--- src/rtl/cp0_pkg.sv ---
// Shared constants and field helpers for the CP0 register file.
// Register indices, SR/Cause bit positions and ExcCode values.
package cp0_pkg;

    localparam logic [4:0] REG_COUNT   = 5'd9;
    localparam logic [4:0] REG_COMPARE = 5'd11;
    localparam logic [4:0] REG_SR      = 5'd12;
    localparam logic [4:0] REG_CAUSE   = 5'd13;
    localparam logic [4:0] REG_EPC     = 5'd14;
    localparam logic [4:0] REG_PRID    = 5'd15;

    localparam int SR_IE       = 0;
    localparam int SR_EXL      = 1;
    localparam int SR_IM_LO    = 10;
    localparam int CAUSE_EXC_LO = 2;
    localparam int CAUSE_IP_LO = 10;
    localparam int CAUSE_BD    = 31;

    typedef enum logic [4:0] {
        EXC_INT  = 5'd0,
        EXC_ADEL = 5'd4,
        EXC_ADES = 5'd5,
        EXC_RI   = 5'd10,
        EXC_OV   = 5'd12
    } exc_code_e;

    function automatic logic [31:0] pack_sr(input logic [5:0] im, input logic exl,
                                            input logic ie);
        logic [31:0] w;
        w = '0;
        w[SR_IM_LO +: 6] = im;
        w[SR_EXL]        = exl;
        w[SR_IE]         = ie;
        return w;
    endfunction

    function automatic logic [31:0] pack_cause(input logic bd, input logic [5:0] ip,
                                               input logic [4:0] code);
        logic [31:0] w;
        w = '0;
        w[CAUSE_BD]              = bd;
        w[CAUSE_IP_LO +: 6]      = ip;
        w[CAUSE_EXC_LO +: 5]     = code;
        return w;
    endfunction

endpackage

--- src/rtl/cp0_int_arbiter.sv ---
// Combinational interrupt/exception arbitration for CP0.
// Interrupts win over synchronous exceptions; both are blocked while EXL is set.
module cp0_int_arbiter
    import cp0_pkg::*;
(
    input  logic [5:0] int_lines,
    input  logic [5:0] im,
    input  logic       ie,
    input  logic       exl,
    input  logic       exc_valid,
    input  logic [4:0] exc_code,
    output logic       int_req,
    output logic       take,
    output logic [4:0] take_code
);

    logic exc_req;

    assign int_req   = (|(int_lines & im)) & ie & ~exl;
    assign exc_req   = exc_valid & ~exl;
    assign take      = int_req | exc_req;
    assign take_code = int_req ? EXC_INT : exc_code;

endmodule

--- src/rtl/cp0_regfile.sv ---
// CP0 register file (SR, Cause, EPC, PRId) for the M stage of the MIPS pipeline.
// Define CP0_TIMER_EN to add Count (reg 9), Compare (reg 11) and the timer interrupt on hw_int[5].
module cp0_regfile
    import cp0_pkg::*;
#(
    parameter logic [31:0] PRID       = 32'h4D49_5053,
    parameter logic [31:0] EXC_VECTOR = 32'h0000_4180
) (
    input  logic        clk,
    input  logic        reset_n,
    input  logic [4:0]  rd_addr,
    input  logic        wr_en,
    input  logic [31:0] wr_data,
    input  logic        eret,
    input  logic [31:0] pc_m,
    input  logic        bd_m,
    input  logic        exc_valid,
    input  logic [4:0]  exc_code,
    input  logic [5:0]  hw_int,
    output logic [31:0] rd_data,
    output logic [31:0] epc,
    output logic        exc_take,
    output logic [31:0] exc_pc
);

    logic [5:0]  sr_im;
    logic        sr_exl;
    logic        sr_ie;
    logic        cause_bd;
    logic [5:0]  cause_ip;
    logic [4:0]  cause_exc;
    logic [29:0] epc_q;

    logic [5:0]  int_lines;
    logic        int_req;
    logic [4:0]  take_code;
    logic        wr_ok;
    logic [29:0] epc_next;
    logic        unused_pc_bits;

    assign wr_ok          = wr_en & ~exc_take;
    assign epc_next       = pc_m[31:2] - {29'd0, bd_m};
    assign unused_pc_bits = ^pc_m[1:0];

`ifdef CP0_TIMER_EN
    logic [31:0] count_q;
    logic [31:0] compare_q;
    logic        timer_pending;

    assign int_lines = hw_int | {timer_pending, 5'd0};

    always_ff @(posedge clk or negedge reset_n) begin
        if (!reset_n) begin
            count_q       <= '0;
            compare_q     <= '0;
            timer_pending <= 1'b0;
        end else begin
            if (wr_ok && rd_addr == REG_COUNT) begin
                count_q <= wr_data;
            end else begin
                count_q <= count_q + 32'd1;
            end
            if (wr_ok && rd_addr == REG_COMPARE) begin
                compare_q     <= wr_data;
                timer_pending <= 1'b0;
            end else if (count_q == compare_q && compare_q != 32'd0) begin
                timer_pending <= 1'b1;
            end
        end
    end
`else
    assign int_lines = hw_int;
`endif

    cp0_int_arbiter u_arbiter (
        .int_lines (int_lines),
        .im        (sr_im),
        .ie        (sr_ie),
        .exl       (sr_exl),
        .exc_valid (exc_valid),
        .exc_code  (exc_code),
        .int_req   (int_req),
        .take      (exc_take),
        .take_code (take_code)
    );

    // A take always sets EXL; ERET clears it only when nothing is being taken.
    always_ff @(posedge clk or negedge reset_n) begin
        if (!reset_n) begin
            sr_im  <= '0;
            sr_exl <= 1'b0;
            sr_ie  <= 1'b0;
        end else begin
            if (wr_ok && rd_addr == REG_SR) begin
                sr_im <= wr_data[SR_IM_LO +: 6];
                sr_ie <= wr_data[SR_IE];
            end
            if (exc_take) begin
                sr_exl <= 1'b1;
            end else if (eret) begin
                sr_exl <= 1'b0;
            end else if (wr_ok && rd_addr == REG_SR) begin
                sr_exl <= wr_data[SR_EXL];
            end
        end
    end

    always_ff @(posedge clk or negedge reset_n) begin
        if (!reset_n) begin
            cause_bd  <= 1'b0;
            cause_ip  <= '0;
            cause_exc <= '0;
        end else begin
            cause_ip <= int_lines;
            if (exc_take) begin
                cause_bd  <= bd_m;
                cause_exc <= take_code;
            end
        end
    end

    always_ff @(posedge clk or negedge reset_n) begin
        if (!reset_n) begin
            epc_q <= '0;
        end else if (exc_take) begin
            epc_q <= epc_next;
        end else if (wr_ok && rd_addr == REG_EPC) begin
            epc_q <= wr_data[31:2];
        end
    end

    always_comb begin
        rd_data = '0;
        case (rd_addr)
            REG_SR:    rd_data = pack_sr(sr_im, sr_exl, sr_ie);
            REG_CAUSE: rd_data = pack_cause(cause_bd, cause_ip, cause_exc);
            REG_EPC:   rd_data = {epc_q, 2'b00};
            REG_PRID:  rd_data = PRID;
`ifdef CP0_TIMER_EN
            REG_COUNT:   rd_data = count_q;
            REG_COMPARE: rd_data = compare_q;
`endif
            default:   rd_data = '0;
        endcase
    end

    assign epc    = {epc_q, 2'b00};
    assign exc_pc = EXC_VECTOR;

endmodule

--- config.mk ---
export PLATFORM = sky130hd
export DESIGN_NAME = cp0_regfile
export DESIGN_NICKNAME = d
export VERILOG_FILES = /design/src/rtl/cp0_pkg.sv /design/src/rtl/cp0_int_arbiter.sv /design/src/rtl/cp0_regfile.sv
export SDC_FILE = /design/constraint.sdc
export NUM_CORES = 1
export LEC_CHECK = 0
export BUFFER_PORTS_ARGS = -buffer_cell sky130_fd_sc_hd__buf_2
export CELL_PAD_IN_SITES_DETAIL_PLACEMENT = 1
export CELL_PAD_IN_SITES_GLOBAL_PLACEMENT = 2
export CORE_MARGIN = 3
export CORE_UTILIZATION = 28
export CTS_CLUSTER_DIAMETER = 30
export DETAILED_ROUTE_END_ITERATION = 10
export MAX_ROUTING_LAYER = met4
export PLACE_DENSITY = 0.93
export SETUP_SLACK_MARGIN = 0.05
export SLEW_MARGIN = 40
export SYNTH_ARGS = -nofsm -noshare
export SYNTH_HDL_FRONTEND = slang
export SYNTH_SLANG_ARGS = --single-unit
export TNS_END_PERCENT = 5
--- constraint.sdc ---
create_clock -name clk -period 4 [get_ports clk]
set_input_delay 1 -clock clk [delete_from_list [all_inputs] [get_ports clk]]
set_output_delay 1 -clock clk [all_outputs]
set_load 0.02 [all_outputs]
=== Word level (Yosys, flattened, before mapping) ===
Index checks and enable logic that the tools add are counted.

* Mux-type cells: 7
* Add/sub/neg operators: 1
* Eq/ne operators: 4
* Reductions and logical operators: 5
* Bitwise gates (word level): 8

{| class="wikitable"
|+ Operator list
! operator !! count
|-
| 32-bit case mux with 4 select lines || 1
|-
| 30-bit two-way mux || 2
|-
| 30-bit by 1-bit subtractor with 30-bit output || 1
|-
| 5-bit by 4-bit equality test with 1-bit output (second input constant) || 4
|-
| 6-bit bitwise AND || 1
|-
| 6-bit OR reduction || 1
|-
| 5-bit two-way mux || 1
|-
| 1-bit bitwise AND || 4
|-
| 1-bit two-way mux || 3
|-
| 3-bit nonzero test || 1
|-
| 1-bit logical AND || 2
|-
| 1-bit NOT || 2
|-
| 2-bit nonzero test || 1
|-
| 1-bit OR || 1
|}

* Input bits: 86
* Flip-flop bits (word level): 50
* Output and inout bits: 97
* Logic and storage cells: 32

=== Logic depth before layout (Yosys ltp) ===
Gate-level depths: netlist of run 1.

* Depth after elaboration: 11
* Gate-level depth with buffers: 9
* Gate-level depth less buffers: 7

=== Hierarchy ===
From an unflattened synthesis of run 1, not the netlist that was laid out.

* Cells, all modules: 394
* Area, all modules: 3519.6 sq um

{| class="wikitable"
|+ By module, submodules not included
! module !! seq. area each (sq um) !! cells each !! area an instance (sq um) !! times used
|-
| cp0_regfile || 1251.2 || 382 || 3404.5 || 1
|-
| cp0_int_arbiter || 0.0 || 12 || 115.1 || 1
|}

=== Worst setup path before layout of run 1 ===
No wires, ideal clock.

* Path type: input port to output port
* Start point: input port rd_addr[0]
* End point: output port rd_data[0]
* Data required time: 3.000 ns
* Cell stages on the path: 4
* Slack: 0.920 ns
* Arrival: 2.080 ns
* Buffers on the path: 2
* Cell sequence: clkbuf_1 -> clkbuf_1 -> nand2_1 -> a21oi_1

* Word-level cells in the longest chain between the ends: 2
* Elaborated cells on any way between the ends: 5
* Those cells by class: 4 x eq/ne; 1 x mux

{| class="wikitable"
|+ RTL lines
! item !! RTL line !! source
|-
| start, declared || cp0_regfile.sv:11 || <nowiki>input logic [4:0] rd_addr,</nowiki>
|-
| 5-bit by 4-bit equality test with 1-bit output || cp0_regfile.sv:134 || <nowiki>case (rd_addr)</nowiki>
|-
| 32-bit case mux with 4 select lines (*) || cp0_regfile.sv:134 ||
|-
| end, declared || cp0_regfile.sv:20 || <nowiki>output logic [31:0] rd_data,</nowiki>
|}

Mark *: on every way between the ends. The rest lies on a longest branch, timed or not.

=== Final worst setup path of run 1 ===
* Start point: input port rd_addr[1]
* End point: output port rd_data[5]

Same word-level chain as after synthesis.

==> results of run 1 <==
==> Yosys cell counts (all sizes together), types with 2 or more instances <==
library cell / n
a22o: 5
and2: 14
a22oi: 19
a31oi: 3
nor2b: 5
xnor2: 2
a2bb2oi: 2
nor3b: 5
a21oi: 15
nor2: 38
and4: 2
xor2: 12
nand4: 7
dfrtp: 50
nand2: 13
buf: 44
nand4b: 3
nand2b: 2
clkbuf: 10
o41ai: 4
nor3: 7
nand3: 4
o31ai: 4
o31a: 2
mux2i: 48
ha: 2
mux2: 7
a211oi: 2
nor4b: 2
o21ai: 12
conb: 2
nor4: 6
nand3b: 2
inv: 4
==> logic make-up (layout without fill, tap and decap cells) <==
family,after synthesis,count (layout),synth area share [%]
buffers and inverters,58,166,10.5
AND/OR/NAND/NOR,112,112,18.8
other,2,35,0.216
flip-flops,50,50,35.9
AO/OA/AOI/OAI,72,72,14.3
multiplexers,55,55,16.1
adder cells (fa/ha/maj),2,2,0.718
XOR/XNOR,14,14,3.52
==> how the worst max path moves through the flow <==
stage / from / to / slack, ns / cells past startpoint
3_3_place_gp: rd_addr[4] / rd_data[17] / 0.46 / 5
3_5_place_dp: rd_addr[1] / rd_data[5] / 0.68 / 7
2_1_floorplan: rd_addr[0] / rd_data[0] / 0.92 / 4
5_1_grt: rd_addr[1] / rd_data[5] / 0.57 / 7
6_report: rd_addr[1] / rd_data[5] / 0.69 / 7
4_1_cts: rd_addr[1] / rd_data[5] / 0.68 / 7
==> stage by stage <==
step / hold slack (ns) / power (mW)
2_1_floorplan: 0.447 / 1.49
3_3_place_gp: 0.487 / 1.82
3_5_place_dp: 0.492 / 1.86
4_1_cts: 0.512 / 2.30
5_1_grt: 0.527 / 2.43
6_report: 0.508 / 2.26
==> layer usage <==
layer	share of wire, %	vias to the layer above	wire [um]
met2	49	106	5710
li1	-	1532	-
met1	45	1584	5180
met5	0	-	0
met3	4.5	10	527
met4	1.6	0	182
==> layout make-up <==
| class | instances | share of cell area (%) |
|---|---|---|
| inverters | 4 | 0.340 |
| clock inverters | 3 | 0.481 |
| repair buffers | 154 | 18.2 |
| clock buffers | 5 | 2.83 |
| diodes | 1 | 0.0566 |
| multi-input cells | 289 | 45.1 |
| well taps | 168 | 4.75 |
| flip-flops and latches | 50 | 28.3 |
==> tightest hold or removal path, cell delays in order, from the launching register on <==
cell                      delay [ns]
sky130_fd_sc_hd__dfrtp_1        0.36
sky130_fd_sc_hd__nand2_1        0.06
sky130_fd_sc_hd__nand2_1        0.06
==> report_power, final <==
part           switching (mW)  internal (mW)
Clock                   0.190          0.232
Sequential              0.159          0.706
Combinational           0.595          0.377
Total                   0.944           1.32
==> flip-flops by register name, summed over array words and instances, names as in the netlist <==
| signal | cells |
|---|---|
| sr_im | 6 |
| epc_q | 30 |
| cause_exc | 5 |
| cause_bd | 1 |
| sr_exl | 1 |
| sr_ie | 1 |
| cause_ip | 6 |
==> out/results.md, run 1 <==
| Parameter | This run | Unit |
| --- | --- | --- |
| Cells after Synth | 365 | - |
| Post-Syn Area | 3480 | um^2 |
| Skew final | 0.00593 | ns |
| Async S/R FF share, synth | 100 | % |
| Worst slew pin tran | 0.747 | ns |
| GRT Total Usage | 17.0 | % |
| Setup repair after global routing missed its margin | no | - |
| Met3 GRT Util | 3.32 | % |
| Top_reg_cell synth | sky130_fd_sc_hd__dfrtp_1 | - |
| Final worst-path cycle share | 82.7 | % |
| Full die area | 13800 | um^2 |
| Number of buffers inserted by post-CTS setup repair | 0 | - |
| Number of hold buffers added after cts | 0 | - |
| TritonCTS clock tree | built | - |
| Maximum frequency from static timing analysis | 302 | MHz |
| Launching point of the worst reg2reg path | sr_im[0] | - |
| Hold Crit Depth | 2 | - |
| Final weighted congestion in routability-driven placement | 0.839 | - |
| Layout cells sized above 1 | 35.2 | % |
| Power density over cell area | 511 | nW/um^2 |
| Total area of multi-input combinational cells | 1990 | um^2 |
| Count of instances resized after the clock tree is built | 0 | - |
| Arrival time worst endpoint | 2.31 | ns |
| Wire length reported by the detailed router | 11600 | um |
| Hold Path Class | register to register | - |
| Total half-perimeter wirelength after legalization and detailed placement | 9280 | um |
| CTS Buffer Depth | 2 | - |
| Post-Layout Inst Area | 4420 | um^2 |
| Most congested layer reported by global routing | met2 | - |
| Top Ports | 183 | - |
| Setup-violating endpoint count in the final report | 0 | - |
| Maximum ir drop on the vdd rail | 171 | uV |
| Met2 track demand over resource | 28.8 | % |
| First-pass iteration count of the detailed router | 4 | - |
| Worst Min Path Start | cause_bd | - |
| Placed Instance Area | 4270 | um^2 |
| Clock input transition at the sequential cells of the worst setup and hold paths | 0.06 | ns |
| Post-synthesis cell type with the largest combined area | sky130_fd_sc_hd__dfrtp_1 | - |
| Clock Root Buffer | sky130_fd_sc_hd__clkbuf_16 | - |
| Largest cells by area after synthesis | sky130_fd_sc_hd__dfrtp_1 (36%), sky130_fd_sc_hd__mux2i_1 (14%), sky130_fd_sc_hd__buf_4 (8.0%) | - |
| Setup tns final | 0 | ns |
| Hold Fails Final Rpt | 0 | - |
| Count of nets left with antenna violations after detail routing | 0 | - |
| Fraction of synthesized cell area taken by the top area cell type | 35.9 | % |
| Top Family by Delay on Critical Path | buffers and inverters | - |
| Number of cells in the finished layout apart from fillers | 674 | - |
| Mean routed wirelength per cell | 17.2 | um |
| Fin util | 36.5 | % |
| Cell depth of the worst flop-to-flop path | 6 | - |
| Floorplan die height | 118 | um |
| Tightest slew margin relative to the limit | 50.2 | % |
| Status | completed | - |
| Critical R2R Capture | sr_im[1] | - |
| Critical Path Fanout Max | 13 | - |
| Startpoint types | input port | - |
| Worst-path cell with the longest stage delay | sky130_fd_sc_hd__nor2b_1 | - |
| Worst Setup End Kind | output port | - |
| Synth-to-Final Area Change | 26.9 | % |
| Register-to-register path setup slack | 2.03 | ns |
| Iteration-0 DRC count of the detailed router | 137 | - |
| Number of global-route vias before repair | 3491 | - |
| Seq/Total Area, Yosys | 35.9 | % |
| Antenna violations before repair | 1 | - |
| Data required time of the worst path | 3.00 | ns |
| Area of all sequential standard cells | 1250 | um^2 |
| Max Cap Violations | 0 | - |
| EDFF count, synth | 0 | - |
| Total of fill cells in the finished design | 1506 | - |
| Total number of vias | 3232 | - |
| Most common cell after layout, fill and taps aside | sky130_fd_sc_hd__buf_2 | - |
| Cells along the critical path | buf_2, buf_4, nor2b_1, buf_4, a22oi_1, nor2_1, buf_2 | - |
| Number of buffers inserted by port buffering | 146 | - |
| Number of slew-limit violations in the final report | 0 | - |
| Highest cell delay on the worst timing path | 0.39 | ns |
| Wire length of the first global-routing pass | 18600 | um |
| Destination of the worst hold path | cause_bd | - |
| Total buffers and inverters traversed by the critical path | 4 | - |
| Chip width | 118 | um |
| Count of unique library cells instantiated by Yosys | 49 | - |
| Detail-routed via count per cell | 4.80 | - |
| Clock period minus worst slack | 3.31 | ns |
| DRC violation count after routing | 0 | - |
| Total overflow reported by the global router | 0 | - |
| Number of register bits inferred by synthesis | 50 | - |
| Minimum setup slack after placement | 0.679 | ns |
| Mean post-synth cell area | 9.55 | um^2 |
| Met1 Use GR | 21.0 | % |
| Setup CP Type | input port to output port | - |
| Pin count of the biggest net entering global routing | 43 | - |
| Warnings, synthesis | 0 | - |
| Number of H-tree branching levels | 2 | - |
| Number of placed cells counting well taps | 665 | - |
| Number of nets in the final layout | 592 | - |
| Cts bufs inserted | 5 | - |
| Starting Density | 28.8 | % |
| Rows | 40 | - |
| P_leak | 2.08 | nW |
| Number of sinks driven by the clock tree | 50 | - |
| Most frequent cells in the layout | sky130_fd_sc_hd__buf_2 (146), sky130_fd_sc_hd__dfrtp_1 (50), sky130_fd_sc_hd__mux2i_1 (48) | - |
| Least setup slack across all paths after layout | 0.690 | ns |
| Core area | 12100 | um^2 |
| Skew-Pair Late Insertion Delay | 0.29 | ns |
Power figures use the tool's default switching activity.
==> run 2, diff against run 1 <==
--- a/config.mk
+++ b/config.mk
@@ -9,11 +9,11 @@
 export CELL_PAD_IN_SITES_DETAIL_PLACEMENT = 1
 export CELL_PAD_IN_SITES_GLOBAL_PLACEMENT = 2
 export CORE_MARGIN = 3
-export CORE_UTILIZATION = 28
+export CORE_UTILIZATION = 23
 export CTS_CLUSTER_DIAMETER = 30
 export DETAILED_ROUTE_END_ITERATION = 10
 export MAX_ROUTING_LAYER = met4
-export PLACE_DENSITY = 0.93
+export PLACE_DENSITY = 0.82
 export SETUP_SLACK_MARGIN = 0.05
 export SLEW_MARGIN = 40
 export SYNTH_ARGS = -nofsm -noshare
==> constraint.sdc (replaced) <==
create_clock -name clk -period 2.75 [get_ports clk]
set_input_delay 0.6875 -clock clk [delete_from_list [all_inputs] [get_ports clk]]
set_output_delay 0.6875 -clock clk [all_outputs]
set_load 0.02 [all_outputs]
==> run 2 against run 1 <==
  * Clock skew fell by 0.0029 ns
  * Design area rose by 2.7%
  * Highest routed layer unchanged
  * Clock power up 73%
  * Total power up 52%
  * Wire length rose by 8.7%
  * Non-clock buffer count increased by 9
  * Global-route usage shrank 2.0 points
  * Via count up 0.87%
  * Largest power group unchanged
  * Utilization decreased by 5.6 points
==> out/results.md, run 2 (same netlist as run 1, synthesis figures left out) <==
| Parameter | This run | Unit | vs previous |
| --- | --- | --- | --- |
| Worst Setup End Kind | output port | - | unchanged |
| Arrival time worst endpoint | 1.88 | ns | was 2.31 ns |
| Least setup slack across all paths after layout | 0.186 | ns | was 0.690 ns |
| Detail-routed via count per cell | 4.67 | - | was 4.80 |
| Number of placed cells counting well taps | 690 | - | was 665 |
| Most common cell after layout, fill and taps aside | sky130_fd_sc_hd__buf_2 | - | unchanged |
| Mean routed wirelength per cell | 18.1 | um | was 17.2 um |
| Setup tns final | 0 | ns | unchanged |
| Post-Layout Inst Area | 4540 | um^2 | was 4420 um^2 |
| Largest registers in the final layout | epc_q: 30 flops, cause_ip: 6 flops, sr_im: 6 flops | - | unchanged |
| Synth-to-Final Area Change | 30.3 | % | was 26.9% |
| Most frequent cells in the layout | sky130_fd_sc_hd__buf_2 (146), sky130_fd_sc_hd__dfrtp_1 (50), sky130_fd_sc_hd__mux2i_1 (48) | - | unchanged |
| Clock period minus worst slack | 2.56 | ns |  |
| Total overflow reported by the global router | 0 | - | unchanged |
| Startpoint types | input port | - | unchanged |
| Crit path top cell by count | sky130_fd_sc_hd__buf_2 | - |  |
| Count of instances resized after the clock tree is built | 0 | - | unchanged |
| First-pass iteration count of the detailed router | 6 | - | was 4 |
| Minimum setup slack after placement | 0.0984 | ns | was 0.679 ns |
| Total half-perimeter wirelength after legalization and detailed placement | 10100 | um | was 9280 um |
| Tightest slew margin relative to the limit | 56.6 | % | was 50.2% |
| Skew-Pair Late Insertion Delay | 0.29 | ns | about the same |
| Setup CP Type | input port to output port | - | unchanged |
| Pin count of the biggest net entering global routing | 43 | - | unchanged |
| Antenna violations before repair | 1 | - | unchanged |
| Met2 track demand over resource | 25.3 | % | was 28.8% |
| Wire length of the first global-routing pass | 18800 | um | was 18600 um |
| Max Cap Violations | 0 | - | unchanged |
| GRT Total Usage | 15.0 | % | was 17.0% |
| Met3 GRT Util | 2.51 | % | was 3.32% |
| Floorplan die height | 129 | um | was 118 um |
| Power density over cell area | 754 | nW/um^2 | was 511 nW/um^2 |
| Number of global-route vias before repair | 3419 | - | was 3491 |
| Starting Density | 23.7 | % | was 28.8% |
| Total buffers and inverters traversed by the critical path | 3 | - | was 4 |
| Worst-path cell with the longest stage delay | sky130_fd_sc_hd__buf_2 | - | was sky130_fd_sc_hd__nor2b_1 |
| P_leak | 2.14 | nW | was 2.08 nW |
| Highest cell delay on the worst timing path | 0.27 | ns | was 0.39 ns |
| Wire length reported by the detailed router | 12600 | um | was 11600 um |
| Data required time of the worst path | 2.06 | ns | was 3.00 ns |
| Cts bufs inserted | 5 | - | unchanged |
| Final weighted congestion in routability-driven placement | 0.767 | - | was 0.839 |
| Flip-flop count of the largest register after layout | 30 | - | unchanged |
| CTS Buffer Depth | 2 | - | unchanged |
| Placed Instance Area | 4370 | um^2 | was 4270 um^2 |
| Skew final | 0.00303 | ns | was 0.00593 ns |
| Power Total | 3.42 | mW | was 2.26 mW |
| Number of slew-limit violations in the final report | 0 | - | unchanged |
| Setup repair after global routing missed its margin | no | - | unchanged |
| Full die area | 16700 | um^2 | was 13800 um^2 |
| Setup-violating endpoint count in the final report | 0 | - | unchanged |
| Top Ports | 183 | - | unchanged |
| Number of H-tree branching levels | 2 | - | unchanged |
| Rows | 44 | - | was 40 |
| Number of buffers inserted by port buffering | 146 | - | unchanged |
| Critical Path Fanout Max | 14 | - | was 13 |
| Top Family by Delay on Critical Path | buffers and inverters | - | unchanged |
| Maximum ir drop on the vdd rail | 215 | uV | was 171 uV |
| Most congested layer reported by global routing | met2 | - | unchanged |
| Core area | 14700 | um^2 | was 12100 um^2 |
| Chip width | 129 | um | was 118 um |
| Number of cells in the finished layout apart from fillers | 698 | - | was 674 |
| Number of hold buffers added after cts | 0 | - | unchanged |
| Count of nets left with antenna violations after detail routing | 0 | - | unchanged |
| Layout cells sized above 1 | 36.1 | % | was 35.2% |
| DRC violation count after routing | 0 | - | unchanged |
| Hold Fails Final Rpt | 0 | - | unchanged |
| Maximum frequency from static timing analysis | 390 | MHz |  |
| TritonCTS clock tree | built | - | unchanged |
| Clock input transition at the sequential cells of the worst setup and hold paths | 0.07 | ns | was 0.06 ns |
| Largest Register | epc_q | - | unchanged |
| Total number of vias | 3260 | - | was 3232 |
| Clock Root Buffer | sky130_fd_sc_hd__clkbuf_16 | - | unchanged |
| Cells along the critical path | buf_2, nand4b_1, nor2_1, buf_4, and2_1, buf_2 | - | was buf_2, buf_4, nor2b_1, buf_4, a22oi_1, nor2_1, buf_2 |
| Number of nets in the final layout | 601 | - | was 592 |
| Hold Path Class | input port to asynchronous set/reset pin | - | was register to register |
| Status | completed | - | unchanged |
| Final worst-path cycle share | 93.2 | % |  |
| Number of sinks driven by the clock tree | 50 | - | unchanged |
| Met1 Use GR | 18.5 | % | was 21.0% |
| Worst slew pin tran | 0.650 | ns | was 0.747 ns |
| Number of buffers inserted by post-CTS setup repair | 0 | - | unchanged |
| Iteration-0 DRC count of the detailed router | 142 | - | was 137 |
-- run 2: cell types whose count changed in the layout (fill, tap and decap cells not counted) --
cell	change
sky130_fd_sc_hd__buf_12	+1
sky130_fd_sc_hd__buf_4	+8
sky130_fd_sc_hd__bufinv_16	+1
sky130_fd_sc_hd__clkbuf_8	+1
sky130_fd_sc_hd__clkinv_2	-1
sky130_fd_sc_hd__clkinv_4	-1
sky130_fd_sc_hd__clkinvlp_4	-1
sky130_fd_sc_hd__nor2_1	+1
sky130_fd_sc_hd__nor2_2	-1
-- run 2: through the flow --
step	hold WS, ns	util [%]
5_1_grt	0.451	30.9
3_5_place_dp	0.466	29.7
6_report	0.423	30.9
2_1_floorplan	0.392	-
4_1_cts	0.435	30.9
3_3_place_gp	0.468	29.7
-- run 2: power by group --
part / total (mW) / switching (mW) / internal [mW]
Clock: 0.730 / 0.280 / 0.450
Sequential: 1.26 / 0.233 / 1.03
Combinational: 1.43 / 0.878 / 0.555
-- run 2: cell type report --
type	count	area, um^2
multi-input combinational	289	1990
antenna	1	2.50
sequential	50	1250
clock buffer	6	139
inverter	4	15.0
fill	1738	10200
timing repair buffer	163	883
tap	184	230
clock inverter	1	30.0
-- run 2: worst reg2reg max path, stage by stage, from the launching register on --
cell                       delay [ns]
sky130_fd_sc_hd__dfrtp_1         0.44
sky130_fd_sc_hd__a221oi_1        0.30
sky130_fd_sc_hd__a311o_2         0.23
sky130_fd_sc_hd__buf_4           0.48
sky130_fd_sc_hd__a21oi_1         0.15
sky130_fd_sc_hd__a22oi_1         0.16
-- run 2: worst paths after layout --
| kind | startpoint | to | slack [ns] | cells after the start |
|---|---|---|---|---|
| setup / recovery | rd_addr[1] | rd_data[9] | 0.19 | 6 |
| hold / removal | reset_n | epc_q[25] | 0.42 | 1 |
| setup reg to reg | sr_im[0] | epc_q[19] | 0.92 | 5 |
| hold reg to reg | cause_bd | cause_bd | 0.48 | 2 |
| max in group asynchronous | reset_n | cause_exc[1] | 1.74 | 2 |
| min in group clk | cause_bd | cause_bd | 0.48 | 2 |
-- run 2: metal layers --
metal | vias up | wire (um)
met4 | 0 | 238
met3 | 13 | 593
li1 | 1552 | -
met1 | 1598 | 5520
met5 | - | 0
met2 | 97 | 6260
